--- src/rtl/reg_wb_arbiter_if.sv ---
// Register-file write-side bus: ALU/mem result inputs, write port, bypass.
// master drives results and read addresses; slave is the arbiter.
interface reg_wb_arbiter_if #(
    parameter int DATA_W = 32,
    parameter int ADDR_W = 5,
    parameter int DEPTH  = 4
);
    localparam int CNT_W = $clog2(DEPTH) + 1;

    logic              alu_valid;
    logic [ADDR_W-1:0] alu_addr;
    logic [DATA_W-1:0] alu_data;
    logic              mem_valid;
    logic              mem_ready;
    logic [ADDR_W-1:0] mem_addr;
    logic [DATA_W-1:0] mem_data;
    logic              write_en;
    logic [ADDR_W-1:0] wr_addr;
    logic [DATA_W-1:0] wr_data;
    logic [ADDR_W-1:0] rd_addr1;
    logic [ADDR_W-1:0] rd_addr2;
    logic              byp_hit1;
    logic              byp_hit2;
    logic [DATA_W-1:0] byp_data1;
    logic [DATA_W-1:0] byp_data2;
    logic [CNT_W-1:0]  pending_cnt;

    modport master (
        output alu_valid, alu_addr, alu_data,
        output mem_valid, mem_addr, mem_data,
        output rd_addr1, rd_addr2,
        input  mem_ready, write_en, wr_addr, wr_data,
        input  byp_hit1, byp_hit2, byp_data1, byp_data2,
        input  pending_cnt
    );

    modport slave (
        input  alu_valid, alu_addr, alu_data,
        input  mem_valid, mem_addr, mem_data,
        input  rd_addr1, rd_addr2,
        output mem_ready, write_en, wr_addr, wr_data,
        output byp_hit1, byp_hit2, byp_data1, byp_data2,
        output pending_cnt
    );
endinterface

--- src/rtl/reg_wb_arbiter.sv ---
// Merges ALU and mem/mul-div results onto the single register-file write
// port, buffering mem results, squashing stale writes and providing bypass.
module reg_wb_arbiter #(
    parameter int DATA_W = 32,
    parameter int ADDR_W = 5,
    parameter int DEPTH  = 4
) (
    input logic             clk,
    input logic             reset,
    reg_wb_arbiter_if.slave bus
);
    localparam int PTR_W = $clog2(DEPTH);
    localparam int CNT_W = PTR_W + 1;

    logic [ADDR_W-1:0] q_addr [DEPTH];
    logic [DATA_W-1:0] q_data [DEPTH];
    logic [DEPTH-1:0]  q_valid;
    logic [DEPTH-1:0]  q_valid_nxt;
    logic [PTR_W:0]    wptr;
    logic [PTR_W:0]    rptr;
    logic [PTR_W:0]    used;
    logic [PTR_W-1:0]  head;
    logic [PTR_W-1:0]  tail;
    logic              empty;
    logic              full;
    logic              head_valid;
    logic              head_skip;
    logic [CNT_W-1:0]  cnt;

    logic              mem_ready;
    logic              mem_live;
    logic              alu_go;

    logic              issue;
    logic [ADDR_W-1:0] iss_addr;
    logic [DATA_W-1:0] iss_data;
    logic              push;
    logic              pop;
    logic [DEPTH-1:0]  squash;

    logic              write_en;
    logic [ADDR_W-1:0] wr_addr;
    logic [DATA_W-1:0] wr_data;

    assign used       = wptr - rptr;
    assign head       = rptr[PTR_W-1:0];
    assign tail       = wptr[PTR_W-1:0];
    assign empty      = (wptr == rptr);
    // full counts squashed slots too; they still occupy the ring
    assign full       = (used == CNT_W'(DEPTH));
    assign head_valid = !empty && q_valid[head];
    assign head_skip  = !empty && !q_valid[head];

    assign mem_ready = reset & ~full;
    assign mem_live  = bus.mem_valid & mem_ready & (bus.mem_addr != '0);
    assign alu_go    = bus.alu_valid & (bus.alu_addr != '0);

    // Count live (unsquashed) FIFO entries
    always_comb begin
        cnt = '0;
        for (int i = 0; i < DEPTH; i++) begin
            cnt = cnt + CNT_W'(q_valid[i]);
        end
    end

    // Issue selection: ALU first, then FIFO head, then direct mem result
    always_comb begin
        issue    = 1'b0;
        iss_addr = '0;
        iss_data = '0;
        push     = 1'b0;
        pop      = 1'b0;
        squash   = '0;
        if (alu_go) begin
            issue    = 1'b1;
            iss_addr = bus.alu_addr;
            iss_data = bus.alu_data;
            // ALU is younger than every pending mem result
            push     = mem_live && (bus.mem_addr != bus.alu_addr);
            pop      = head_skip;
            for (int i = 0; i < DEPTH; i++) begin
                squash[i] = q_valid[i] && (q_addr[i] == bus.alu_addr);
            end
        end else if (head_valid) begin
            issue    = 1'b1;
            iss_addr = q_addr[head];
            iss_data = q_data[head];
            push     = mem_live;
            pop      = 1'b1;
        end else if (mem_live && cnt == '0) begin
            issue    = 1'b1;
            iss_addr = bus.mem_addr;
            iss_data = bus.mem_data;
            pop      = head_skip;
        end else begin
            // live entries behind a squashed head keep the new result queued
            push     = mem_live;
            pop      = head_skip;
        end
    end

    // Next valid mask: squash, retire head, mark new tail
    always_comb begin
        q_valid_nxt = q_valid & ~squash;
        if (pop) begin
            q_valid_nxt[head] = 1'b0;
        end
        if (push) begin
            q_valid_nxt[tail] = 1'b1;
        end
    end

    // FIFO pointers and valid bits
    always_ff @(posedge clk or negedge reset) begin
        if (!reset) begin
            wptr    <= '0;
            rptr    <= '0;
            q_valid <= '0;
        end else begin
            q_valid <= q_valid_nxt;
            if (push) begin
                wptr <= wptr + 1'b1;
            end
            if (pop) begin
                rptr <= rptr + 1'b1;
            end
        end
    end

    // FIFO payload; qualified by q_valid so it needs no reset
    always_ff @(posedge clk) begin
        if (push) begin
            q_addr[tail] <= bus.mem_addr;
            q_data[tail] <= bus.mem_data;
        end
    end

    // Registered write port; address/data hold when idle
    always_ff @(posedge clk or negedge reset) begin
        if (!reset) begin
            write_en <= 1'b0;
            wr_addr  <= '0;
            wr_data  <= '0;
        end else begin
            write_en <= issue;
            if (issue) begin
                wr_addr <= iss_addr;
                wr_data <= iss_data;
            end
        end
    end

    logic [PTR_W-1:0] idx;
    logic             hit1;
    logic             hit2;
    logic [DATA_W-1:0] bdat1;
    logic [DATA_W-1:0] bdat2;

    // Bypass: output stage first, then FIFO oldest->newest so newest wins
    always_comb begin
        idx   = '0;
        hit1  = 1'b0;
        hit2  = 1'b0;
        bdat1 = '0;
        bdat2 = '0;
        if (bus.rd_addr1 != '0 && write_en && wr_addr == bus.rd_addr1) begin
            hit1  = 1'b1;
            bdat1 = wr_data;
        end
        if (bus.rd_addr2 != '0 && write_en && wr_addr == bus.rd_addr2) begin
            hit2  = 1'b1;
            bdat2 = wr_data;
        end
        for (int i = 0; i < DEPTH; i++) begin
            idx = head + PTR_W'(i);
            if (bus.rd_addr1 != '0 && q_valid[idx] &&
                q_addr[idx] == bus.rd_addr1) begin
                hit1  = 1'b1;
                bdat1 = q_data[idx];
            end
            if (bus.rd_addr2 != '0 && q_valid[idx] &&
                q_addr[idx] == bus.rd_addr2) begin
                hit2  = 1'b1;
                bdat2 = q_data[idx];
            end
        end
    end

    assign bus.mem_ready   = mem_ready;
    assign bus.write_en    = write_en;
    assign bus.wr_addr     = wr_addr;
    assign bus.wr_data     = wr_data;
    assign bus.byp_hit1    = hit1;
    assign bus.byp_hit2    = hit2;
    assign bus.byp_data1   = bdat1;
    assign bus.byp_data2   = bdat2;
    assign bus.pending_cnt = cnt;
endmodule

--- src/flat_wrapper.sv ---
// flat-port wrapper written by rule: the top's interface ports become plain ports
module reg_wb_arbiter_flat 
#(
    parameter int DATA_W = 32,
    parameter int ADDR_W = 5,
    parameter int DEPTH  = 4
)
  (clk, reset, bus_alu_valid, bus_alu_addr, bus_alu_data, bus_mem_valid, bus_mem_addr, bus_mem_data, bus_rd_addr1, bus_rd_addr2, bus_mem_ready, bus_write_en, bus_wr_addr, bus_wr_data, bus_byp_hit1, bus_byp_hit2, bus_byp_data1, bus_byp_data2, bus_pending_cnt);
  reg_wb_arbiter_if #(.DATA_W(DATA_W), .ADDR_W(ADDR_W), .DEPTH(DEPTH)) bus_i ();
  input logic clk;
  input logic reset;
  input wire logic [$bits(bus_i.alu_valid)-1:0] bus_alu_valid;
  input wire logic [$bits(bus_i.alu_addr)-1:0] bus_alu_addr;
  input wire logic [$bits(bus_i.alu_data)-1:0] bus_alu_data;
  input wire logic [$bits(bus_i.mem_valid)-1:0] bus_mem_valid;
  input wire logic [$bits(bus_i.mem_addr)-1:0] bus_mem_addr;
  input wire logic [$bits(bus_i.mem_data)-1:0] bus_mem_data;
  input wire logic [$bits(bus_i.rd_addr1)-1:0] bus_rd_addr1;
  input wire logic [$bits(bus_i.rd_addr2)-1:0] bus_rd_addr2;
  output wire logic [$bits(bus_i.mem_ready)-1:0] bus_mem_ready;
  output wire logic [$bits(bus_i.write_en)-1:0] bus_write_en;
  output wire logic [$bits(bus_i.wr_addr)-1:0] bus_wr_addr;
  output wire logic [$bits(bus_i.wr_data)-1:0] bus_wr_data;
  output wire logic [$bits(bus_i.byp_hit1)-1:0] bus_byp_hit1;
  output wire logic [$bits(bus_i.byp_hit2)-1:0] bus_byp_hit2;
  output wire logic [$bits(bus_i.byp_data1)-1:0] bus_byp_data1;
  output wire logic [$bits(bus_i.byp_data2)-1:0] bus_byp_data2;
  output wire logic [$bits(bus_i.pending_cnt)-1:0] bus_pending_cnt;
  assign bus_i.alu_valid = bus_alu_valid;
  assign bus_i.alu_addr = bus_alu_addr;
  assign bus_i.alu_data = bus_alu_data;
  assign bus_i.mem_valid = bus_mem_valid;
  assign bus_i.mem_addr = bus_mem_addr;
  assign bus_i.mem_data = bus_mem_data;
  assign bus_i.rd_addr1 = bus_rd_addr1;
  assign bus_i.rd_addr2 = bus_rd_addr2;
  assign bus_mem_ready = bus_i.mem_ready;
  assign bus_write_en = bus_i.write_en;
  assign bus_wr_addr = bus_i.wr_addr;
  assign bus_wr_data = bus_i.wr_data;
  assign bus_byp_hit1 = bus_i.byp_hit1;
  assign bus_byp_hit2 = bus_i.byp_hit2;
  assign bus_byp_data1 = bus_i.byp_data1;
  assign bus_byp_data2 = bus_i.byp_data2;
  assign bus_pending_cnt = bus_i.pending_cnt;
  reg_wb_arbiter #(.DATA_W(DATA_W), .ADDR_W(ADDR_W), .DEPTH(DEPTH)) u_core (.clk(clk), .reset(reset), .bus(bus_i));
endmodule
--- config.mk ---
export PLATFORM = sky130hd
export DESIGN_NAME = reg_wb_arbiter_flat
export DESIGN_NICKNAME = d
export VERILOG_FILES = /design/src/rtl/reg_wb_arbiter_if.sv /design/src/rtl/reg_wb_arbiter.sv /design/src/flat_wrapper.sv
export SDC_FILE = /design/constraint.sdc
export NUM_CORES = 1
export LEC_CHECK = 0
export ABC_AREA = 1
export BUFFER_PORTS_ARGS = -buffer_cell sky130_fd_sc_hd__clkbuf_2
export CAP_MARGIN = 20
export CORE_MARGIN = 3
export CORE_UTILIZATION = 40
export CTS_CLUSTER_DIAMETER = 30
export CTS_CLUSTER_SIZE = 20
export DETAILED_ROUTE_END_ITERATION = 7
export PLACE_DENSITY = 0.58
export REMOVE_ABC_BUFFERS = 1
export SYNTH_ARGS = -nofsm -noshare
export SYNTH_HDL_FRONTEND = slang
export SYNTH_SLANG_ARGS = --single-unit
export TNS_END_PERCENT = 1
--- constraint.sdc ---
create_clock -name clk -period 8.5 [get_ports clk]
set_input_delay 1.7 -clock clk [delete_from_list [all_inputs] [get_ports clk]]
set_output_delay 1.7 -clock clk [all_outputs]
set_load 0.005 [all_outputs]
==> flow_summary.ini, run 1 <==
[status]
status = finished clean

[floorplanning]
fp-row-count = 71
die_y_um = 204
die_area_um2 = 41400
die_w_um = 204
fp.coreArea_um2 = 38100
ios = 196
initial_core_util = 0.410

[setup_path]
worstReg2RegStart = u_core.rptr[0]$_DFFE_PN0N_
end_kind = output pin
cp_slowest_stage_delay_ps = 1120
rrSetupSlack_ps = 4360
crit_top_cell = nand2_1
cp_data_arrival_time_ps = 5210
crit_end = bus_byp_data2[22]
critical_path_depth = 14
worstSetupStartpoint = u_core.rptr[0]$_DFFE_PN0N_
required_ps = 6800
slowest_stage = nand3_2
crit_path_cell_trace = buf_12 -> nand2_1 -> nand3_1 -> nand2_1 -> nor2_1 -> nand2_1 -> nor2_4 -> nand3_2 -> nand2_1 -> nand3_1 -> nand2_1 -> nand2_1 -> nand2_1 -> clkbuf_2
startpoint_type = flip-flop
crit_buf_inv = 2
critPathMaxFanout = 156
path_delay_family = simple AND/OR/NAND/NOR gates
crit-reg2reg-capture = u_core.q_data[2][31]$_DFFE_PP_
r2r_cells = 11
worstSetupPathType = flip-flop to output pin

[logic_synthesis]
synth_ff_type = edfxtp_1
synth-adder-area-share = 0.0109
synth.mux.area_fraction = 0.0615
synth_xor_area_frac = 0.0213
synthDistinctLibCells = 38
synth.cell_area_um2 = 15600
ys_ff_latch = 196
ys_seq_area_frac = 0.362
synth_compound_area_frac = 0.0772
synth_simple_gate_area_frac = 0.396
async_flop_share = 0.245
syn-instance-count = 2311
synth_top_family_by_area = simple AND/OR/NAND/NOR gates
synth_edf_count = 148
syn_area_per_cell_um2 = 6.76
yosysWarnings = 0

[sta]
fin_hold_ws_ps = 488
fin_worst_skew_ps = 16.0
setup_slack_ps = 1590
fmax_mhz = 145
worst_slew_pin_slew_ps = 1220
min_period_ps = 6910
fin_setup_tns_ps = 0
rsz0062_at_grt = false
setup_viol = 0
hold_violations = 0
slew_violations = 0
slew_headroom = 0.186
fin_crit_sh = 0.813

[pwr]
ir_worst_vdd_v = 0.000310
p_int_mw = 2.96
power_frac_clock = 0.129
power_mw = 6.77
p_comb_frac = 0.653
netSwitchingPower_mw = 3.81
pwr-share-seq = 0.218
sw_frac_of_total = 0.563
p_per_area_nw_per_um2 = 389
p_leak_nw = 8.37

[routing]
drc_errors = 0
drt-initial-drc-count = 1765
vias_per_cell = 5.59
drt-pass1-iter-count = 6
antenna_left = 0
routed_wl_um = 61300
vias = 16300
wl_per_cell_um = 21.0

[placement]
placed_cell_area_um2 = 16700
routabilityCongestion = 0.998
dp_cells = 2875
dp_hpwl_um = 38300
post-place-ws_ps = 1650
numPortBuffers = 195

[global_routing]
grt_antenna_before_repair = 1
grt.overflow.total = 0
grt_max_degree = 157
grt_pass1_wl_um = 92000
grt.total_usage = 0.289
first_global_vias = 15400

[cts]
ctsResizeCount = 0
cts_tree = yes
clk_pin_slew_worst_paths_ps = 80
cts_sinks = 196
cts_setup_buffers = 0
cts_root_buffer = clkbuf_16
cts_buffers = 17
clk_latency_ps = 470
h-tree-depth = 4
clk_path_buf_depth = 2
postCtsHoldBufs = 0

[hold_path]
min_path_type = flip-flop to flip-flop

[final_layout]
multi_input_area_um2 = 8990
seq_area_um2 = 5650
drive_gt1_frac = 0.123
syn2layout_area_growth_pct = 11.4
final_area_um2 = 17400
fillCellCount = 3911
fin_nets = 2487
utilization = 0.456
fin_cells = 2911

[run]
maxCapViolCount = 0
==> registers in the layout (all words and copies together) (netlist names) <==
signal and cells:
u_core.rptr 3, u_core.q_valid 4, u_core.bus.wr_addr 5, u_core.q_addr 20, u_core.bus.wr_data 32, u_core.q_data 128
u_core.wptr 3, u_core.bus.write_en 1
==> per-layer routing <==
metal	routed length (um)	part of all wire	global-route usage
met5	13	0.00021	0
met2	28500	0.47	0.474
met4	1700	0.028	0.0914
met1	26100	0.43	0.388
met3	4950	0.081	0.0511
==> cell families after synthesis <==
family                     after synthesis
AOI/OAI and AO/OA                      232
buffers and inverters                  233
DFF                                    196
xor gates and xnor gates                38
adders and majority gates               13
and+or+nand+nor                       1503
muxes                                   96
==> how the worst min path moves through the flow <==
| stage | slack, ps | startpoint | cells past startpoint | end |
|---|---|---|---|---|
| 2_1_floorplan | 460 | u_core.wptr[2]$_DFFE_PN0P_ | 1 | u_core.wptr[2]$_DFFE_PN0P_ |
| 3_3_place_gp | 480 | u_core.wptr[2]$_DFFE_PN0P_ | 1 | u_core.wptr[2]$_DFFE_PN0P_ |
| 3_5_place_dp | 470 | u_core.wptr[2]$_DFFE_PN0P_ | 1 | u_core.wptr[2]$_DFFE_PN0P_ |
| 4_1_cts | 490 | u_core.wptr[2]$_DFFE_PN0P_ | 1 | u_core.wptr[2]$_DFFE_PN0P_ |
| 5_1_grt | 530 | u_core.wptr[2]$_DFFE_PN0P_ | 1 | u_core.wptr[2]$_DFFE_PN0P_ |
| 6_report | 490 | u_core.wptr[2]$_DFFE_PN0P_ | 1 | u_core.wptr[2]$_DFFE_PN0P_ |
==> area by class of cell <==
type / count / share of cell area
Multi-Input combinational cell: 1882 / 0.517
Sequential cell: 196 / 0.325
Clock buffer: 18 / 0.0253
Tap cell: 511 / 0.0368
Inverter: 70 / 0.0155
Timing Repair Buffer: 219 / 0.0711
Antenna cell: 1 / 0.000144
Clock inverter: 14 / 0.00964
==> cells in the mapped netlist (11+ instances only) <==
cell      number  area, um2
nand2_1      831       3120
nor2_1       361       1360
nand3_1      212       1060
o21ai_0      187        936
edfxtp_1     148       4440
mux2i_1       96        961
buf_2         73        365
nand4_1       71        444
inv_1         56        210
clkbuf_1      51        191
dfrtp_1       48       1200
o21ai_1       28        140
xnor2_1       20        175
buf_4         18        135
xor2_1        18        158
inv_2         13       48.8
ha_1          12        150
buf_1         11       41.3
==> power groups by stage <==
| stage | registers [mW] | clock network [mW] | logic (mW) |
|---|---|---|---|
| finish | 1.48 | 0.874 | 4.42 |
| global route | 1.50 | 0.922 | 4.87 |
| CTS | 1.48 | 0.885 | 4.32 |
| detailed placement | 1.50 | 0 | 4.30 |
| global placement | 1.49 | 0 | 4.27 |
| floorplan | 1.53 | 0 | 2.71 |
==> cells in the final DEF, fill, tap and decap left out, types with 5 or more instances in the layout <==
cell type and n:
o21ai_1 28, a21oi_1 5, clkbuf_16 17, ha_1 12, mux2i_1 96, nor2_1 355, xor2_1 18, nand2_1 829
inv_2 12, dfrtp_1 47, nor3_1 9, clkbuf_2 194, edfxtp_1 148, nor2_4 14, buf_4 20, nand3_1 208
inv_1 55, xnor2_1 20, o21ai_0 187, nand4_1 71
Note: power is estimated with default switching activity, not from simulation.
==> run 2, diff against run 1 <==
ABC_AREA = 0   (was 1)
PLACE_DENSITY = 0.6   (was 0.58)
clock period = 5.6 ns   (was 8.5 ns; I/O delays follow)
==> run 2 against run 1 <==
Clock skew shrank 2.4 ps. First-iteration DRC count shrank 24%. Die area shrank 8.3%. Combinational power grew 13%. Critical path depth shrank 6. Clock-buffer cell count shrank 1. Register-to-register slack lost 2500 ps. Sequential power grew 53%. Area after synthesis shrank 8.5%. Critical path type unchanged. Largest cell class unchanged.
==> flow_summary.ini, run 2 <==
[run]
maxCapViolCount = 0

[logic_synthesis]
synth_edf_count = 148
synth_top_area_share = 0.311
yosys.area.top_type = edfxtp_1
ys_top_cells_by_count = edfxtp_1 (148), mux4_2 (126), mux2i_1 (90)
synth_ff_type = edfxtp_1
synth.cell_area_um2 = 14300
ys_ff_latch = 196
yosysMostFrequentCell = edfxtp_1
ys_seq_area_frac = 0.395
synthDistinctLibCells = 47
async_flop_share = 0.245
syn-instance-count = 1182
synthTopCellsByArea = edfxtp_1 (31%), mux4_2 (20%), dfrtp_1 (8.4%)
syn_area_per_cell_um2 = 12.1
yosysWarnings = 0

[final_layout]
fillCellCount = 3162
fin_nets = 1412
utilization = 0.467
layout_commonest_cell = clkbuf_2
mostFrequentLayoutCells = clkbuf_2 (194), edfxtp_1 (148), mux4_2 (126)
multi_input_area_um2 = 8070
drive_gt1_frac = 0.340
largest_reg_flops = 128
seq_area_um2 = 5650
reg.largest.list = u_core.q_data (128), u_core.bus.wr_data (32), u_core.q_addr (20)
antenna_cells = 0
regMostFlops = u_core.q_data
syn2layout_area_growth_pct = 14.0

[pwr]
p_per_area_nw_per_um2 = 527
ir_worst_vdd_v = 0.000484
p_leak_nw = 6.12
power_mw = 8.59

[sta]
min_period_ps = 5430
fin_hold_ws_ps = 506
fmax_mhz = 184
rsz0062_at_grt = false
setup_viol = 0
hold_violations = 0
fin_crit_sh = 0.969
fin_worst_skew_ps = 13.6
worst_slew_pin_slew_ps = 1040
slew_violations = 0
slew_headroom = 0.304

[cts]
clk_latency_ps = 450
cts_sinks = 196
h-tree-depth = 4
clk_pin_slew_worst_paths_ps = 70
postCtsHoldBufs = 0
cts_root_buffer = clkbuf_16
clk_path_buf_depth = 2
cts_tree = yes
cts_buffers = 17

[floorplanning]
die_area_um2 = 38000
ios = 196
die_w_um = 195
die_y_um = 195
fp-row-count = 68
fp.coreArea_um2 = 34900
initial_core_util = 0.410

[routing]
routed_wl_um = 48200
antenna_left = 0
vias = 11900
drt-pass1-iter-count = 7
vias_per_cell = 6.67
drt-initial-drc-count = 1340
drc_errors = 0
wl_per_cell_um = 27.1

[setup_path]
worstSetupPathType = flip-flop to output pin
critPathMaxFanout = 104
startpoint_type = flip-flop
cp_data_arrival_time_ps = 4310
end_kind = output pin
required_ps = 4480

[hold_path]
min_path_type = flip-flop to flip-flop

[global_routing]
grt_max_degree = 105
first_global_vias = 11700
grt_antenna_before_repair = 2
grt.total_usage = 0.248
grt_pass1_wl_um = 72800
grt.overflow.total = 0

[placement]
dp_hpwl_um = 31100
numPortBuffers = 195
routabilityCongestion = 0.890

[status]
status = finished clean
run 2: changes by cell type after synthesis, sizes merged, moves of 30 or more:
cell    before  now
nand2      831   45
inv         70   12
buf        112   71
nor3        11   69
mux4         0  126
nand3      215    3
xor2        18   48
o21ai      215   34
nor2       371   77
o22ai        2   61
a221oi       0   64
nand4       71   10
a21oi        5   39
o31ai        0   64
run 2: critical path: stages (launching register included):
cell and delay, ps:
dfrtp_4 430, buf_12 520, mux4_2 640, xnor2_1 200, nand4_1 640, o21ai_4 760, buf_4 320, o31ai_1 150
clkbuf_2 140
run 2: layout make-up:
class                   count  share of cell area
multi-input cells         848               0.496
flip-flops and latches    196               0.347
repair buffers            235              0.0813
well taps                 455              0.0349
clock buffers              17              0.0261
clock inverters            15              0.0119
inverters                  13             0.00300
run 2: per-stage QoR:
stage | setup TNS, ps | setup slack, ps | cell area, um2 | instances
after floorplan | -1112110 | -8180 | 13700 | 1057
after detailed placement | 0 | 626 | 15600 | 1745
final | 0 | 173 | 16300 | 1779
after CTS | 0 | 126 | 16200 | 1777
after global placement | 0 | 673 | 15600 | 1745
after global routing | 0 | 63.1 | 16300 | 1779
run 2: power breakdown:
group	internal (mW)	switching, mW	leakage, nW
Combinational	2.22	2.78	3.93
Sequential	1.89	0.374	1.89
Clock	0.718	0.609	0.299
run 2: metal layers:
metal  track usage  routed length, um  vias up  part of all wire
li1              -                  -     5044                 -
met1         0.343              20200     6061              0.42
met2         0.389              22500      674              0.47
met3        0.0606               4300       89             0.089
met4        0.0745               1240        2             0.026
met5             0                  7        -           0.00015
run 2: logic make-up (layout without fill, tap and decap cells):
group / count (synthesis) / in the layout / share of synthesized area
flops: 196 / 196 / 0.395
mux: 242 / 242 / 0.282
buf+inv: 138 / 280 / 0.0479
fa+ha+maj: 13 / 13 / 0.0119
compound gates: 278 / 278 / 0.136
simple gates: 234 / 234 / 0.0774
xor+xnor: 81 / 81 / 0.0497
run 2: repair_timing:
action                     in CTS  in global routing
setup buffers                   0                  0
setup endpoints to repair       0                 16
resized for setup               0                  2
run 2: final timing paths:
| kind | cells past startpoint | start | slack (ps) | end |
|---|---|---|---|---|
| min | 1 | u_core.wptr[2]$_DFFE_PN0P_ | 510 | u_core.wptr[2]$_DFFE_PN0P_ |
| max reg2reg | 8 | u_core.rptr[1]$_DFFE_PN0N_ | 1870 | u_core.bus.wr_data[10]$_DFFE_PN0P_ |
| min in group asynchronous | 2 | reset | 890 | u_core.bus.wr_addr[3]$_DFFE_PN0P_ |
| max | 8 | u_core.rptr[1]$_DFFE_PN0N_ | 170 | bus_byp_data2[14] |
| min reg2reg | 1 | u_core.wptr[2]$_DFFE_PN0P_ | 510 | u_core.wptr[2]$_DFFE_PN0P_ |
| max in group asynchronous | 2 | reset | 4060 | u_core.rptr[1]$_DFFE_PN0N_ |
